===== src/rtl/noise_gate_ahr.sv =====
// -----------------------------------------------------------------------------
// noise_gate_ahr
//
// Second-generation noise gate placed between the mic deserialiser and the
// effects chain. Instead of a 0/1 pass flag, every sample is scaled by a gain
// that ramps up (attack) and down (release). An envelope follower on |in|
// drives an open/close decision with hysteresis and a hold timer.
//
// Two-stage pipeline, one sample per in_valid strobe:
//   stage 1 (_p1): |in| with saturation, envelope update, sample capture
//   stage 2 (_p2): FSM/gain update on the new envelope, output scaling
//
// Build option:
//   NOISE_GATE_RAMP_EN defined   : CLOSED -> ATTACK -> OPEN -> HOLD -> RELEASE
//   NOISE_GATE_RAMP_EN undefined : CLOSED -> OPEN -> HOLD -> CLOSED, gain jumps
//                                  straight between 0 and unity
//
// Ports:
//   clk        in   1      system clock
//   rst_n      in   1      asynchronous reset, active low
//   in         in   WIDTH  signed input sample
//   in_valid   in   1      one-cycle sample strobe, may be high every cycle
//   out        out  WIDTH  signed gated sample
//   out_valid  out  1      one-cycle strobe, two cycles after in_valid
//   gate_open  out  1      high whenever the gate is not CLOSED
// -----------------------------------------------------------------------------
module noise_gate_ahr #(
  parameter int WIDTH        = 16,
  parameter int ENV_SHIFT    = 2,
  parameter int OPEN_THRESH  = 5000,
  parameter int CLOSE_THRESH = 4000,
  parameter int HOLD_SAMPLES = 4800,
  parameter int GAIN_BITS    = 8,
  parameter int ATTACK_STEP  = 32,
  parameter int RELEASE_STEP = 1
) (
  input  logic                    clk,
  input  logic                    rst_n,
  input  logic signed [WIDTH-1:0] in,
  input  logic                    in_valid,
  output logic signed [WIDTH-1:0] out,
  output logic                    out_valid,
  output logic                    gate_open
);

  localparam int GW = GAIN_BITS + 1;
  localparam int HW = $clog2(HOLD_SAMPLES + 1);
  localparam int PW = WIDTH + GAIN_BITS + 1;

  localparam logic signed [WIDTH-1:0] SMIN  = {1'b1, {(WIDTH-1){1'b0}}};
  localparam logic        [WIDTH-1:0] SMAX  = {1'b0, {(WIDTH-1){1'b1}}};
  localparam logic        [GW-1:0]    UNITY = {1'b1, {GAIN_BITS{1'b0}}};
  localparam logic        [WIDTH-1:0] OPEN_LVL  = WIDTH'(OPEN_THRESH);
  localparam logic        [WIDTH-1:0] CLOSE_LVL = WIDTH'(CLOSE_THRESH);
  localparam logic        [HW-1:0]    HOLD_INIT = HW'(HOLD_SAMPLES - 1);

  // Reject configurations the FSM cannot honour (inverted hysteresis band,
  // zero-length hold, ramps that never move).
  if (CLOSE_THRESH > OPEN_THRESH || HOLD_SAMPLES < 1 ||
      ATTACK_STEP < 1 || RELEASE_STEP < 1) begin : g_bad_cfg
    $error("noise_gate_ahr: invalid parameter set");
  end

`ifdef NOISE_GATE_RAMP_EN
  typedef enum logic [2:0] {
    CLOSED  = 3'd0,
    ATTACK  = 3'd1,
    OPEN    = 3'd2,
    HOLD    = 3'd3,
    RELEASE = 3'd4
  } state_t;
`else
  typedef enum logic [1:0] {
    CLOSED = 2'd0,
    OPEN   = 2'd1,
    HOLD   = 2'd2
  } state_t;
`endif

  // ---------------------------------------------------------------------------
  // Arithmetic helpers
  // ---------------------------------------------------------------------------

  // |x| with the most negative code folded onto the most positive one.
  function automatic logic [WIDTH-1:0] abs_sat(input logic signed [WIDTH-1:0] x);
    if (x == SMIN) return SMAX;
    if (x[WIDTH-1]) return WIDTH'(-x);
    return WIDTH'(x);
  endfunction

  // One-pole smoother: env + (abs - env) / 2^ENV_SHIFT, with a floor shift.
  // The difference needs one extra bit; the result stays within [0, SMAX].
  function automatic logic [WIDTH-1:0] env_step(input logic [WIDTH-1:0] e,
                                                input logic [WIDTH-1:0] a);
    logic signed [WIDTH:0] diff;
    logic signed [WIDTH:0] sum;
    diff = $signed({1'b0, a}) - $signed({1'b0, e});
    sum  = $signed({1'b0, e}) + (diff >>> ENV_SHIFT);
    return WIDTH'(sum);
  endfunction

  // (x * g) >>> GAIN_BITS, truncated. With g = UNITY this is the identity,
  // including the most negative input code.
  function automatic logic signed [WIDTH-1:0] scale(input logic signed [WIDTH-1:0] x,
                                                    input logic [GW-1:0] g);
    logic signed [PW-1:0] xa;
    logic signed [PW-1:0] ga;
    logic signed [PW-1:0] prod;
    xa   = PW'(x);
    ga   = $signed(PW'(g));
    prod = xa * ga;
    return WIDTH'(prod >>> GAIN_BITS);
  endfunction

`ifdef NOISE_GATE_RAMP_EN
  // Gain increment, saturating at unity.
  function automatic logic [GW-1:0] gain_up(input logic [GW-1:0] g);
    logic [GW:0] s;
    s = {1'b0, g} + (GW+1)'(ATTACK_STEP);
    if (s >= {1'b0, UNITY}) return UNITY;
    return GW'(s);
  endfunction

  // Gain decrement, floored at zero.
  function automatic logic [GW-1:0] gain_down(input logic [GW-1:0] g);
    if (g <= GW'(RELEASE_STEP)) return '0;
    return g - GW'(RELEASE_STEP);
  endfunction
`endif

  // ---------------------------------------------------------------------------
  // Registers
  // ---------------------------------------------------------------------------
  logic                    vld_p1;
  logic                    vld_p2;
  logic signed [WIDTH-1:0] in_p1;
  logic        [WIDTH-1:0] env;

  state_t                  state;
  state_t                  state_n;
  logic        [GW-1:0]    gain;
  logic        [GW-1:0]    gain_n;
  logic        [HW-1:0]    hold_cnt;
  logic        [HW-1:0]    hold_n;

  logic                    env_hi;
  logic                    env_lo;

  // ---- stage 1: rectify, smooth, capture sample ----
  always_ff @(posedge clk or negedge rst_n) begin
    if (!rst_n) begin
      vld_p1 <= 1'b0;
      env    <= '0;
    end else begin
      vld_p1 <= in_valid;
      if (in_valid) env <= env_step(env, abs_sat(in));
    end
  end

  always_ff @(posedge clk) begin
    if (in_valid) in_p1 <= in;
  end

  // ---- stage 2: gate decision on the freshly updated envelope ----
  assign env_hi = (env > OPEN_LVL);
  assign env_lo = (env < CLOSE_LVL);

  always_comb begin
    state_n = state;
    gain_n  = gain;
    hold_n  = hold_cnt;
    case (state)
      CLOSED: begin
        gain_n = '0;
        if (env_hi) begin
`ifdef NOISE_GATE_RAMP_EN
          gain_n  = gain_up('0);
          state_n = (gain_n == UNITY) ? OPEN : ATTACK;
`else
          gain_n  = UNITY;
          state_n = OPEN;
`endif
        end
      end
`ifdef NOISE_GATE_RAMP_EN
      // Envelope is deliberately ignored here: an attack always completes.
      ATTACK: begin
        gain_n = gain_up(gain);
        if (gain_n == UNITY) state_n = OPEN;
      end
`endif
      OPEN: begin
        gain_n = UNITY;
        if (env_lo) begin
          state_n = HOLD;
          hold_n  = HOLD_INIT;
        end
      end
      // A re-trigger wins over expiry on the same sample.
      HOLD: begin
        gain_n = UNITY;
        if (env_hi) begin
          state_n = OPEN;
          hold_n  = '0;
        end else if (hold_cnt == '0) begin
`ifdef NOISE_GATE_RAMP_EN
          gain_n  = gain_down(UNITY);
          state_n = (gain_n == '0) ? CLOSED : RELEASE;
`else
          gain_n  = '0;
          state_n = CLOSED;
`endif
        end else begin
          hold_n = hold_cnt - 1'b1;
        end
      end
`ifdef NOISE_GATE_RAMP_EN
      // A re-trigger resumes the attack from the current gain, so no step.
      RELEASE: begin
        if (env_hi) begin
          gain_n  = gain_up(gain);
          state_n = (gain_n == UNITY) ? OPEN : ATTACK;
        end else begin
          gain_n = gain_down(gain);
          if (gain_n == '0) state_n = CLOSED;
        end
      end
`endif
      default: begin
        state_n = CLOSED;
        gain_n  = '0;
        hold_n  = '0;
      end
    endcase
  end

  always_ff @(posedge clk or negedge rst_n) begin
    if (!rst_n) begin
      state    <= CLOSED;
      gain     <= '0;
      hold_cnt <= '0;
    end else if (vld_p1) begin
      state    <= state_n;
      gain     <= gain_n;
      hold_cnt <= hold_n;
    end
  end

  always_ff @(posedge clk or negedge rst_n) begin
    if (!rst_n) begin
      vld_p2 <= 1'b0;
      out    <= '0;
    end else begin
      vld_p2 <= vld_p1;
      if (vld_p1) out <= scale(in_p1, gain_n);
    end
  end

  assign out_valid = vld_p2;
  assign gate_open = (state != CLOSED);

endmodule


===== config.mk =====
export PLATFORM = sky130hd
export DESIGN_NAME = noise_gate_ahr
export DESIGN_NICKNAME = d
export VERILOG_FILES = /design/src/rtl/noise_gate_ahr.sv
export SDC_FILE = /design/constraint.sdc
export NUM_CORES = 1
export LEC_CHECK = 0
export CAP_MARGIN = 10
export CORE_UTILIZATION = 48
export DETAILED_ROUTE_END_ITERATION = 7
export GPL_TIMING_DRIVEN = 0
export HOLD_SLACK_MARGIN = 0.08
export PLACE_DENSITY = 0.75
export SETUP_SLACK_MARGIN = 0.5
export SLEW_MARGIN = 15
export SYNTH_ARGS = -nofsm -noshare
export SYNTH_HDL_FRONTEND = slang
export SYNTH_SLANG_ARGS = --single-unit
export TNS_END_PERCENT = 5

===== constraint.sdc =====
create_clock -name clk -period 3.4 [get_ports clk]
set_input_delay 0.68 -clock clk [delete_from_list [all_inputs] [get_ports clk]]
set_output_delay 0.68 -clock clk [all_outputs]
set_load 0.01 [all_outputs]

==> run summary, run 1 <==
The flow ran to the end, but the final reports show violations. The final reports fail on setup timing. The peak fanout along the critical path is 5. The peak supply drop is 0.000591 V.

The initial utilization of the core area, before any placement, comes to 49.9%. The pin count of the biggest net entering global routing came out at 28. The main combinational cell family by area after synthesis is compound AO/OA/AOI/OAI gates. The worst reg2reg path endpoint is env[14]. The hold violation total from the final report came out at 0. In the synthesized netlist, the cells that appear most often are nand2_1 (52), dfrtp_1 (49), inv_1 (47). After layout, the minimum clock period comes to 5310 ps. The complex-gate fraction of the synthesized area is between 20 and 25%. The count of standard-cell rows came out at 34. After synthesis, the largest area contributor takes up 28.1% of total cell area. The cell family contributing the most delay on the critical path is simple AND/OR/NAND/NOR gates. TritonCTS built the clock tree.

On the worst path, the slowest cell contributes a delay of 540 ps. The distinct cell type count of the synthesized netlist came out at 55. The maximum frequency from static timing analysis came out at 188 MHz. The startpoint identified for the worst register-to-register timing path is env[1].

The core outline area is 8760 um2. Between clock sinks in the finished design, the worst skew comes to between 10 and 15 ps. The post-synthesis adder-cell area fraction is 11.3%. The final max-slew violation count is 0. Across all layers, the routed design uses about 3.8k vias. The placed wire-length estimate is between 7000 and 8000 um. The share of synthesized registers carrying an async set or reset came out at 75.4%. The arrival time at the worst endpoint is 5540 ps. The number of port buffers came out at 36.

The clock net in this run drives a total of 65 sinks. The number of buffers created by CTS came out at 9. The worst register-to-register path has a depth of 19. The count of mapped cells out of synthesis came out at 493.

The first-pass detailed-route iteration total came out at 6. The xor and xnor area share after synthesis came out at 5.81%. The number of buffers on the longest clock path came out at 2. The total placed cells including tap cells came out at 638. STA classifies the critical path startpoint as a primary input.

The post-route antenna net violation count is 0. The synthesized net count came out at 551. The violation count after the first detailed-route iteration is 170. The transition time of the tightest slew-check pin came out at 746 ps.

For this run, the leading register cell type out of synthesis is dfrtp_1. Clock tree synthesis selected as its root buffer the cell clkbuf_8. Setup violations remaining at the end of the flow were counted as 15.

The max-cap violation count came out at 0. The final setup slack of the worst path came out at -1910 ps. The total length of routed wires came out at 10200 um. The total overflow reported by the global router is 0.

At the end of routability-driven placement, the weighted congestion stood at around 0.85. Final hold analysis gives a worst-case slack of 321 ps. The top-level I/O count came out at 37.

The placed instances occupy a cell area of 4910 um2. After detailed routing, the number of vias per cell comes to 5.67. The number of global-route vias before repair came out at 3743. The portion of netlist area occupied by mux cells came out at under 10%. Ranked by total cell area, the synthesized netlist is headed by dfrtp_1 (28%), edfxtp_1 (11%), ha_1 (11%), nand2_1 (4.5%), inv_1 (4.0%).

The cell with the largest stage delay on the worst path is or4b_4. The synthesized cell area is 4370 um2. The most used standard cell by instance count after synthesis is nand2_1. For this run, the number of Yosys warnings is 0. The die covers 9490 um2. In this run the register-to-register setup slack is -650 ps. Dividing the detail-routed wire length by the instance count gives 15.2 um.

The sequential area share after synthesis is 39.0%. The number of hold buffers added after CTS was 0. The final instance count without filler cells is 670. The critical path class is in2reg. The biggest area contributor in the post-synthesis netlist is dfrtp_1. 0 antenna diodes ended up in the layout.

The mean post-synth cell area is 8.86 um2. The area added between synthesis and finish came out at 22.9%. The post-route netlist has 15.1% of its cells at a drive strength greater than 1. The worst hold path belongs to the class in2async.

The clock input transition at the sequential cells of the worst setup and hold paths came out at 80 ps. Setup repair after global routing could not meet its margin everywhere. The final cycle utilization of the critical path is 156%. After Yosys synthesis, and, or, nand and nor cells account for between 15 and 20% of the synthesized area. STA classifies the critical path endpoint as a flip-flop.

For the worst setup path, the data required time is 3630 ps. Yosys mapped a number of flops with a built-in enable equal to 16. The aggregate global-route resource usage came out at 22.2%. The count of buffer and inverter cells on the critical path is 2. Counting stages on the worst path, the most repeated cell is o21a_1. For this run, the post-layout net count is 615. The initial antenna violation count came to 0. The power density over the cells is 1210 nW/um2. The number of synthesized register bits is 65. The remaining design rule violation count is 0. The worst max-slew margin expressed relative to the limit came out at about half. The source-to-sink clock delay at the later pin of the worst-skew pair is between 300 and 400 ps.

The summed area of non-filler cells in the final layout came out at ~5400 um2. From left edge to right edge, the die measures 97.4 um. The total stage count of the critical path came out at 25.

The first global-routing pass estimated 17300 um of wire. The static leakage power came out at 0.00233 uW. The H-tree generated during clock tree synthesis spans 3 levels. The die extent in y is 97.4 um.

Prior to clock tree synthesis, the placed netlist has a worst setup slack of -2910 ps.
[per-stage QoR]
stage | total power [uW] | TNS, ps | util, %
floorplan | 4290 | -16860 | -
global placement | 5020 | -30920 | 55.9
detailed placement | 5190 | -31940 | 56.1
CTS | 6250 | -15880 | 60.5
global route | 7020 | -19800 | 61.3
finish | 6490 | -17420 | 61.3
[how the worst max path moves through the flow]
stage | from | to | slack (ps)
after floorplan | in[10] | env[14] | -1840
after global placement | in[10] | env[15] | -2810
after detailed placement | in[10] | env[15] | -2910
after CTS | in[12] | env[14] | -1920
after global routing | in[12] | env[14] | -2060
final | in[12] | env[14] | -1910
[registers in the layout, summed over array words and instances (netlist names)]
name / flops
out: 16
in_p1: 16
env: 16
out_valid: 1
state: 2
vld_p1: 1
hold_cnt: 13
[cell type report]
| type | instances | area [um2] |
|---|---|---|
| Clock buffer | 9 | 124 |
| Buffer | 15 | 72.6 |
| Sequential cell | 65 | 1710 |
| Inverter | 49 | 184 |
| Multi-Input combinational cell | 364 | 2580 |
| Clock inverter | 7 | 70.1 |
| Tap cell | 108 | 135 |
| Timing Repair Buffer | 53 | 502 |
| Fill cell | 717 | 3390 |
[cells by family after synthesis]
family,count (synthesis)
compound gates,144
xor+xnor,29
fa+ha+maj,39
buf+inv,64
flops,65
mux,7
simple gates,145
[where the power goes]
part	leakage (uW)	switching, uW	internal (uW)
sequential	0.000777	206	1070
combinational	0.00145	2440	2120
clock	0.0000994	318	338
[worst reg2reg max path, delay by kind of cell (launching register included)]
kind                       cells  cell delay, ps
DFF                            1             450
muxes                          1              80
xor gates and xnor gates       1             160
AOI/OAI and AO/OA              9            1490
buffers and inverters          1             100
and+or+nand+nor                5            1200
adders and majority gates      2             460
[layer usage]
layer | global-route usage (%) | wire [um]
met5 | 0 | 0
met4 | 9.62 | 167
met3 | 3.24 | 315
met2 | 36.8 | 5030
met1 | 28.7 | 4660
[timing repair]
item | 4_1_cts | 5_1_grt
setup endpoints to repair | 43 | 46
gates resized for setup | 43 | 15
gates cloned | 0 | 0
pin swaps | 25 | 8
buffers inserted | 14 | 2
[layout by cell type, fill, tap and decap left out, types with 5 or more instances in the layout]
cell type and n:
o21ai_1 27, xnor2_1 18, and2_1 6, clkdlybuf4s50_1 31, a21o_1 6, ha_1 35
edfxtp_1 16, a21oi_2 5, nand2_1 51, and3_1 5, o21a_1 9, o22ai_1 17
nand3_1 7, o21ai_0 16, buf_4 15, xor2_1 11, inv_1 46, o211ai_1 5
clkbuf_1 8, a21oi_1 25, clkbuf_8 9, nor2_1 31, a31oi_1 8, nor3_1 11
dfrtp_1 49
Power figures use the tool's default switching activity.
==> run 2: changes to the inputs <==
CELL_PAD_IN_SITES_DETAIL_PLACEMENT = 0   (was not set)
CELL_PAD_IN_SITES_GLOBAL_PLACEMENT = 1   (was not set)
CORE_UTILIZATION = 41   (was 48)
PLACE_DENSITY = not set   (was 0.75)
PLACE_DENSITY_LB_ADDON = 0.1   (was not set)
==> run 2 against run 1 <==
Compared with the run above:
- the flow still finishes with violations (setup timing)
- first-iteration DRC count fell by 33%
- via count down 5.0%
- clock power is 24% higher
- clock-buffer cell count stayed put
- setup slack better by 71 ps
- sequential share of layout area fell by 0.91 points
- flip-flop and latch count unchanged
- sequential power is essentially flat
- power grew 3.1%
- non-clock buffer count increased by 2
- largest power group unchanged
==> run summary, run 2 (same netlist as run 1, synthesis figures left out) <==
The H-tree level count was 3 (unchanged). The worst-case reg-to-reg path depth is 19 (unchanged). The cell with the largest stage delay on the worst path is or4b_4. The violation count after the first detailed-route iteration was 114 (-33%).

The maximum frequency from static timing analysis is 191 MHz (+1.4%). The peak supply drop came out at 0.000794 V (+34%). The min-delay analysis places its worst path in the category in2async. The count of standard-cell rows is 37 (+8.8%).

The worst setup path is of the in2reg kind. The max-cap violation count came out at 0 (unchanged). The hold violation total from the final report came out at 0 (unchanged). The routed via count divided by cell count is 5.15 (-9.1%).

The share of post-route cells with drive strength above 1 came out at 16.3% (+1.2 points). The core outline area came out at 10300 um2 (+18%). The final setup slack of the worst path came out at -1840 ps (+71.0 ps). The static leakage power came out at 0.00236 uW (+1.4%). The arrival time at the worst endpoint is 5460 ps (-80 ps). The area added between synthesis and finish is 26.5%.

The count of antenna diodes in the layout is 0 (unchanged). The final critical-path required period is 5240 ps (-71.0 ps). The placed wire-length estimate is 7510 um (+2.1%). The data required time at the worst endpoint is 3620 ps (about the same). The remaining design rule violation count is 0 (unchanged).

STA classifies the critical path endpoint as a flip-flop. The library cell used most frequently in the layout, excluding fill and tap cells, is nand2_1. The hold slack came out at 328 ps (+6.27 ps).

The final max-slew violation count was 0 (unchanged). The starting density of the core is 42.3% (-7.5 points). The largest registers in the layout are env (16), in_p1 (16), out (16).

The clock input transition at the sequential cells of the worst setup and hold paths came to 80 ps (about the same). The peak per-stage delay on the critical path was 540 ps (about the same). The switching power share of the total is 44.0% (-1.7 points). The worst max-slew margin expressed relative to the limit came out at 49.7% (-0.39 points). The overall die width came out at 105 um (+8.0%). The clock sink count came out at 65 (unchanged). The initial antenna violation count is 0 (unchanged).

Setup repair after global routing could not meet its margin everywhere. The global-route wire length before repair came out at 17200 um (-0.28%). The checks that failed: setup timing.

The net switching power of the design came out at 2950 uW (-0.73%). The number of nets at the end of the flow is 617 (+0.33%). The portion of total power attributed to sequential cells is 18.8% (-0.8 points).

The total length of routed wires is 10100 um (-0.56%). The summed area of non-filler cells in the final layout is 5530 um2 (+3.0%). The die extent in y is 105 um (+8.0%). The logic gate share of total power is 69.0% (-1.3 points). The sequential cell area in the final layout is 1710 um2 (unchanged). The maximum clock skew at final layout is 16.2 ps (+4.81 ps). The average detailed-routed wire length per instance is 14.5 um (-4.8%). The flow ran to the end, but the final reports show violations. The cell-internal power was 3740 uW (+6.2%). The total overflow reported by the global router was 0 (unchanged).

In the layout the commonest cells are nand2_1 (51), dfrtp_1 (49), inv_1 (46). The post-route antenna net violation count is 0 (unchanged). The setup violation total in the final timing report was 15 (unchanged).

The transition time of the tightest slew-check pin is 747 ps (+1.36 ps). The nature of the critical path startpoint is a primary input. The source-to-sink clock delay at the later pin of the worst-skew pair came out at 350 ps (about the same). The number of buffers created by CTS is 9 (unchanged). The CTS tree is done. The number of port buffers is 36 (unchanged). The standard cell area after detailed placement came out at 4950 um2 (+0.71%).

The final weighted congestion in routability-driven placement came to 0.780 (-8.7%). The number of global-route vias before repair is 3627 (-3.1%). The final cycle utilization of the critical path is 154% (-2.1 points). The summed negative setup slack over all endpoints is -16300 ps (+1130 ps). The aggregate global-route resource usage is 19.3% (-2.9 points).

The number of buffers on the longest clock path is 2 (unchanged). The pin count of the biggest net entering global routing came out at 28 (unchanged). The overall die area is 11100 um2 (+17%). The multi-input gate area in the final layout is 2650 um2 (+2.7%).

The power density over the cells came out at 1210 nW/um2 (about the same). The overall via count from detail_route came out at 3606 (-5.0%). The peak fanout along the critical path is 4 (-1). The signal on the critical path passes through buf_8 -> or4_4 -> or4b_4 -> or2_4 -> o211ai_1 -> ha_1 -> o41ai_4 -> nor2_2 -> nand4_1 -> a21boi_2 -> o21a_1 -> o21a_1 -> nor2_2 -> ha_1 -> a21o_1 -> nor3_2 -> o21ai_2 -> a31oi_2 -> o21ai_2 -> or4_4 -> a31oi_4 -> xor2_1 -> mux2i_1. The buffer type at the clock tree root is clkbuf_8.

The number of fillers in the final layout came out at 990 (+38%). The first-pass detailed-route iteration total is 4 (-2). The top-level I/O count came out at 37 (unchanged).

The clock share of power is 12.2% (+2.1 points).
==> run 2: what timing repair did <==
action / in CTS / in global routing
buffers inserted: 14 / 4
resized for setup: 47 / 17
setup endpoints to repair: 42 / 38
pin swaps: 19 / 14
hold buffers: 0 / 0
==> run 2: area by class of cell <==
cell class	instances	share of cell area, %
Inverter	49	3.33
Tap cell	136	3.08
Timing Repair Buffer	55	9.23
Multi-Input combinational cell	364	47.9
Sequential cell	65	30.9
Clock inverter	7	2.15
Clock buffer	9	2.24
Buffer	15	1.27
==> run 2: power groups by stage <==
stage	combinational, uW	sequential (uW)	clock, uW
global placement	3890	1270	0
CTS	4280	1260	824
floorplan	3010	1270	0
detailed placement	3910	1280	0
global route	5180	1300	855
finish	4620	1260	815
==> run 2: path summary, 6_finish.rpt <==
kind,start,to,slack (ps)
worst max-delay path,in[10],env[14],-1840
worst min-delay path,rst_n,hold_cnt[7],330
worst max register to register,env[1],env[14],-590
worst min register to register,vld_p1,out_valid,380
max in group asynchronous,rst_n,out[15],2530
min in group clk,vld_p1,out_valid,380
==> run 2: worst max-delay path, delay by kind of cell <==
family                     cells  cell delay (ps)
buffers and inverters          1              100
adders and majority gates      2              570
muxes                          1               80
AOI/OAI and AO/OA             10             1660
xor gates and xnor gates       1              150
and+or+nand+nor                8             2220
==> run 2: layer usage <==
metal	share of wire [%]	track usage, %	up-vias
met1	52	28.0	1660
met5	0	0	-
met2	44	29.7	49
met3	2.4	2.23	9
li1	-	-	1888
met4	1.3	6.74	0
==> run 2: per-stage QoR <==
stage          utilization, %  total power, uW  std cells  setup slack [ps]
2_1_floorplan               -             4290        493             -1840
3_3_place_gp             47.8             5160        665             -2890
3_5_place_dp             47.9             5190        666             -2950
4_1_cts                  52.4             6370        696             -1900
5_1_grt                  53.6             7340        700             -2020
6_report                 53.6             6690        700             -1840
==> run 3: changes to the inputs <==
CELL_PAD_IN_SITES_DETAIL_PLACEMENT = 1   (was 0)
RECOVER_POWER = 50   (was not set)
==> run 3 against run 2 <==
Compared with the run above:
- the run still ends with setup timing left
- maximum frequency is 1.3% lower
- combinational power is 0.9% higher
- worst hold slack better by 61 ps
- clock power is 17% lower
- setup slack worse by 70 ps
- die area stayed put
- largest cell class unchanged
- largest power group unchanged
- highest routed layer unchanged
==> run summary, run 3 (same netlist as run 1, synthesis figures left out) <==
The static leakage power came out at 0.00235 uW (-0.74%). The arrival time at the worst endpoint is 5550 ps (+90 ps). In this run the most critical hold path is launched from vld_p1. The aggregate global-route resource usage came out at 22.3% (+3.0 points).

The peak supply drop came to 0.00101 V (+27%). For hold timing, the worst endpoint is out_valid. The count of cells along the worst hold path is 0.

STA classifies the critical path endpoint as a flip-flop. The placement-stage worst setup slack is -3030 ps (-78.8 ps). The count of antenna diodes in the layout came to 0 (unchanged). The summed area of non-filler cells in the final layout came out at 5460 um2 (-1.3%). The tree is rooted in a clkbuf_8. The final critical-path required period is 5310 ps (+70.2 ps). The first-pass detailed-route iteration total is 4 (unchanged). The minimum setup slack among reg-to-reg paths is -560 ps (+30 ps).

The hold violation total from the final report came to 0 (unchanged). The share of post-route cells with drive strength above 1 is 16.1% (-0.23 points). The most critical setup path has its startpoint at in[12].

The count of hold buffers inserted by post-cts repair is 0 (unchanged). The transition time of the tightest slew-check pin came out at 1390 ps (+642 ps). Setup repair after global routing could not meet its margin everywhere. The die extent in y is 105 um (unchanged).

The total length of routed wires is 11700 um (+16%). The worst-case reg-to-reg path depth came out at 19 (unchanged). The standard cell area after detailed placement came out at 4950 um2 (unchanged). The overall die area came to 11100 um2 (unchanged). The final setup slack of the worst path came out at -1910 ps (-70.2 ps).

The H-tree level count is 3 (unchanged). The count of buffer and inverter cells on the critical path came to 4 (+3). The overall die width came out at 105 um (unchanged).

The number of buffers created by CTS is 9 (unchanged). The final max-slew violation count is 0 (unchanged). The number of port buffers is 36 (unchanged). The peak per-stage delay on the critical path came out at 520 ps (-20 ps). STA classifies the critical path startpoint as a primary input. The clock input transition at the sequential cells of the worst setup and hold paths came to 80 ps (about the same).

The maximum frequency from static timing analysis is 188 MHz (-1.3%). Counting stages on the worst path, the most repeated cell is nor2_2. The final weighted congestion in routability-driven placement came out at 0.780 (unchanged). The final cycle utilization of the critical path came out at 156% (+2.1 points). The post-route antenna net violation count came to 0 (unchanged).

The area added between synthesis and finish is 24.9%. The data required time at the worst endpoint was 3640 ps (+20 ps). The worst setup path is of the in2reg kind. The library cell used most frequently in the layout, excluding fill and tap cells, is nand2_1. The placed wire-length estimate came out at 8520 um (+13%). The overall via count from detail_route came out at 3795 (+5.2%). The core outline area came out at 10300 um2 (unchanged). The source-to-sink clock delay at the later pin of the worst-skew pair came out at 360 ps (about the same). The max-cap violation count came out at 0 (unchanged). The number of fillers in the final layout was 1199 (+21%). The violation count after the first detailed-route iteration came out at 92 (-19%). The class of the most critical hold timing path is reg2reg. The clock sink count came to 65 (unchanged). The number of global-route vias before repair came out at 3923 (+8.2%).

The initial antenna violation count is 0 (unchanged). The starting density of the core is 42.3% (unchanged). The slowest stage of the critical path belongs to the cell or4_4.

In this run the critical register-to-register path is launched from env[1]. The final reports fail on setup timing. The top cell types in the final layout, fill and taps aside, are nand2_1 (50), dfrtp_1 (49), inv_1 (46). The flow ran to the end, but the final reports show violations. The power density over the cells is 1210 nW/um2 (about the same). The number of nets at the end of the flow is 619 (+0.32%). The count of standard-cell rows is 37 (unchanged). The routed via count divided by cell count came out at 5.41 (+4.9%). The number of buffers on the longest clock path was 2 (unchanged).

The remaining design rule violation count came out at 0 (unchanged). The pin count of the biggest net entering global routing came out at 28 (unchanged). The top-level I/O count came out at 37 (unchanged). The kind of cell with the highest combined delay along the critical path is simple AND/OR/NAND/NOR gates. The maximum clock skew at final layout came out at 8.94 ps (-7.27 ps). The peak fanout along the critical path came out at 7 (+3). The largest registers in the layout are env (16), in_p1 (16), out (16). The setup violation total in the final timing report came out at 15 (unchanged).

The average detailed-routed wire length per instance is 16.6 um (+15%). The worst register-to-register path ends at env[14]. TritonCTS built the clock tree.

The worst max-slew margin expressed relative to the limit came out at 7.38% (-42 points). The total overflow reported by the global router was 0 (unchanged). The global-route wire length before repair is 19500 um (+13%).
run 3: power breakdown:
group          internal, uW  switching [uW]
sequential             1070             203
clock                   337             339
combinational          2140            2510
run 3: repair_timing:
action / in CTS / in global routing
endpoints found under the hold margin: 0 / 0
pin swaps: 22 / 28
setup endpoints to repair: 43 / 46
resized for setup: 45 / 24
setup buffers: 13 / 7
run 3: worst max path at each step:
stage                     endpoint  cells after the start
after floorplan            env[14]                     24
final                      env[15]                     25
after CTS                  env[14]                     25
after global placement     env[15]                     24
after global routing       env[15]                     25
after detailed placement   env[14]                     25
run 3: per-layer routing:
layer	vias to the layer above	global-route usage, %	part of all wire, %
met5	-	0	0
met4	0	9.15	1.4
met3	12	2.41	1.8
met1	1840	30.6	50
li1	1892	-	-
met2	51	35.8	47
run 3: cell type report:
cell class,instances,area [um2],area share [%]
inverters,49,184,3.37
repair buffers,57,504,9.24
plain buffers,15,87.6,1.60
flip-flops and latches,65,1710,31.3
clock buffers,9,124,2.27
clock inverters,7,70.1,1.28
well taps,136,170,3.12
multi-input cells,364,2610,47.8
run 3: through the flow:
stage	power, uW	hold slack (ps)	std cells	util [%]	TNS [ps]
global route	7210	409	702	52.9	-20360
global placement	5160	360	665	47.8	-32000
finish	6600	389	702	52.9	-17830
detailed placement	5300	381	666	47.9	-33530
floorplan	4290	352	493	-	-16860
CTS	6330	328	695	51.8	-17820
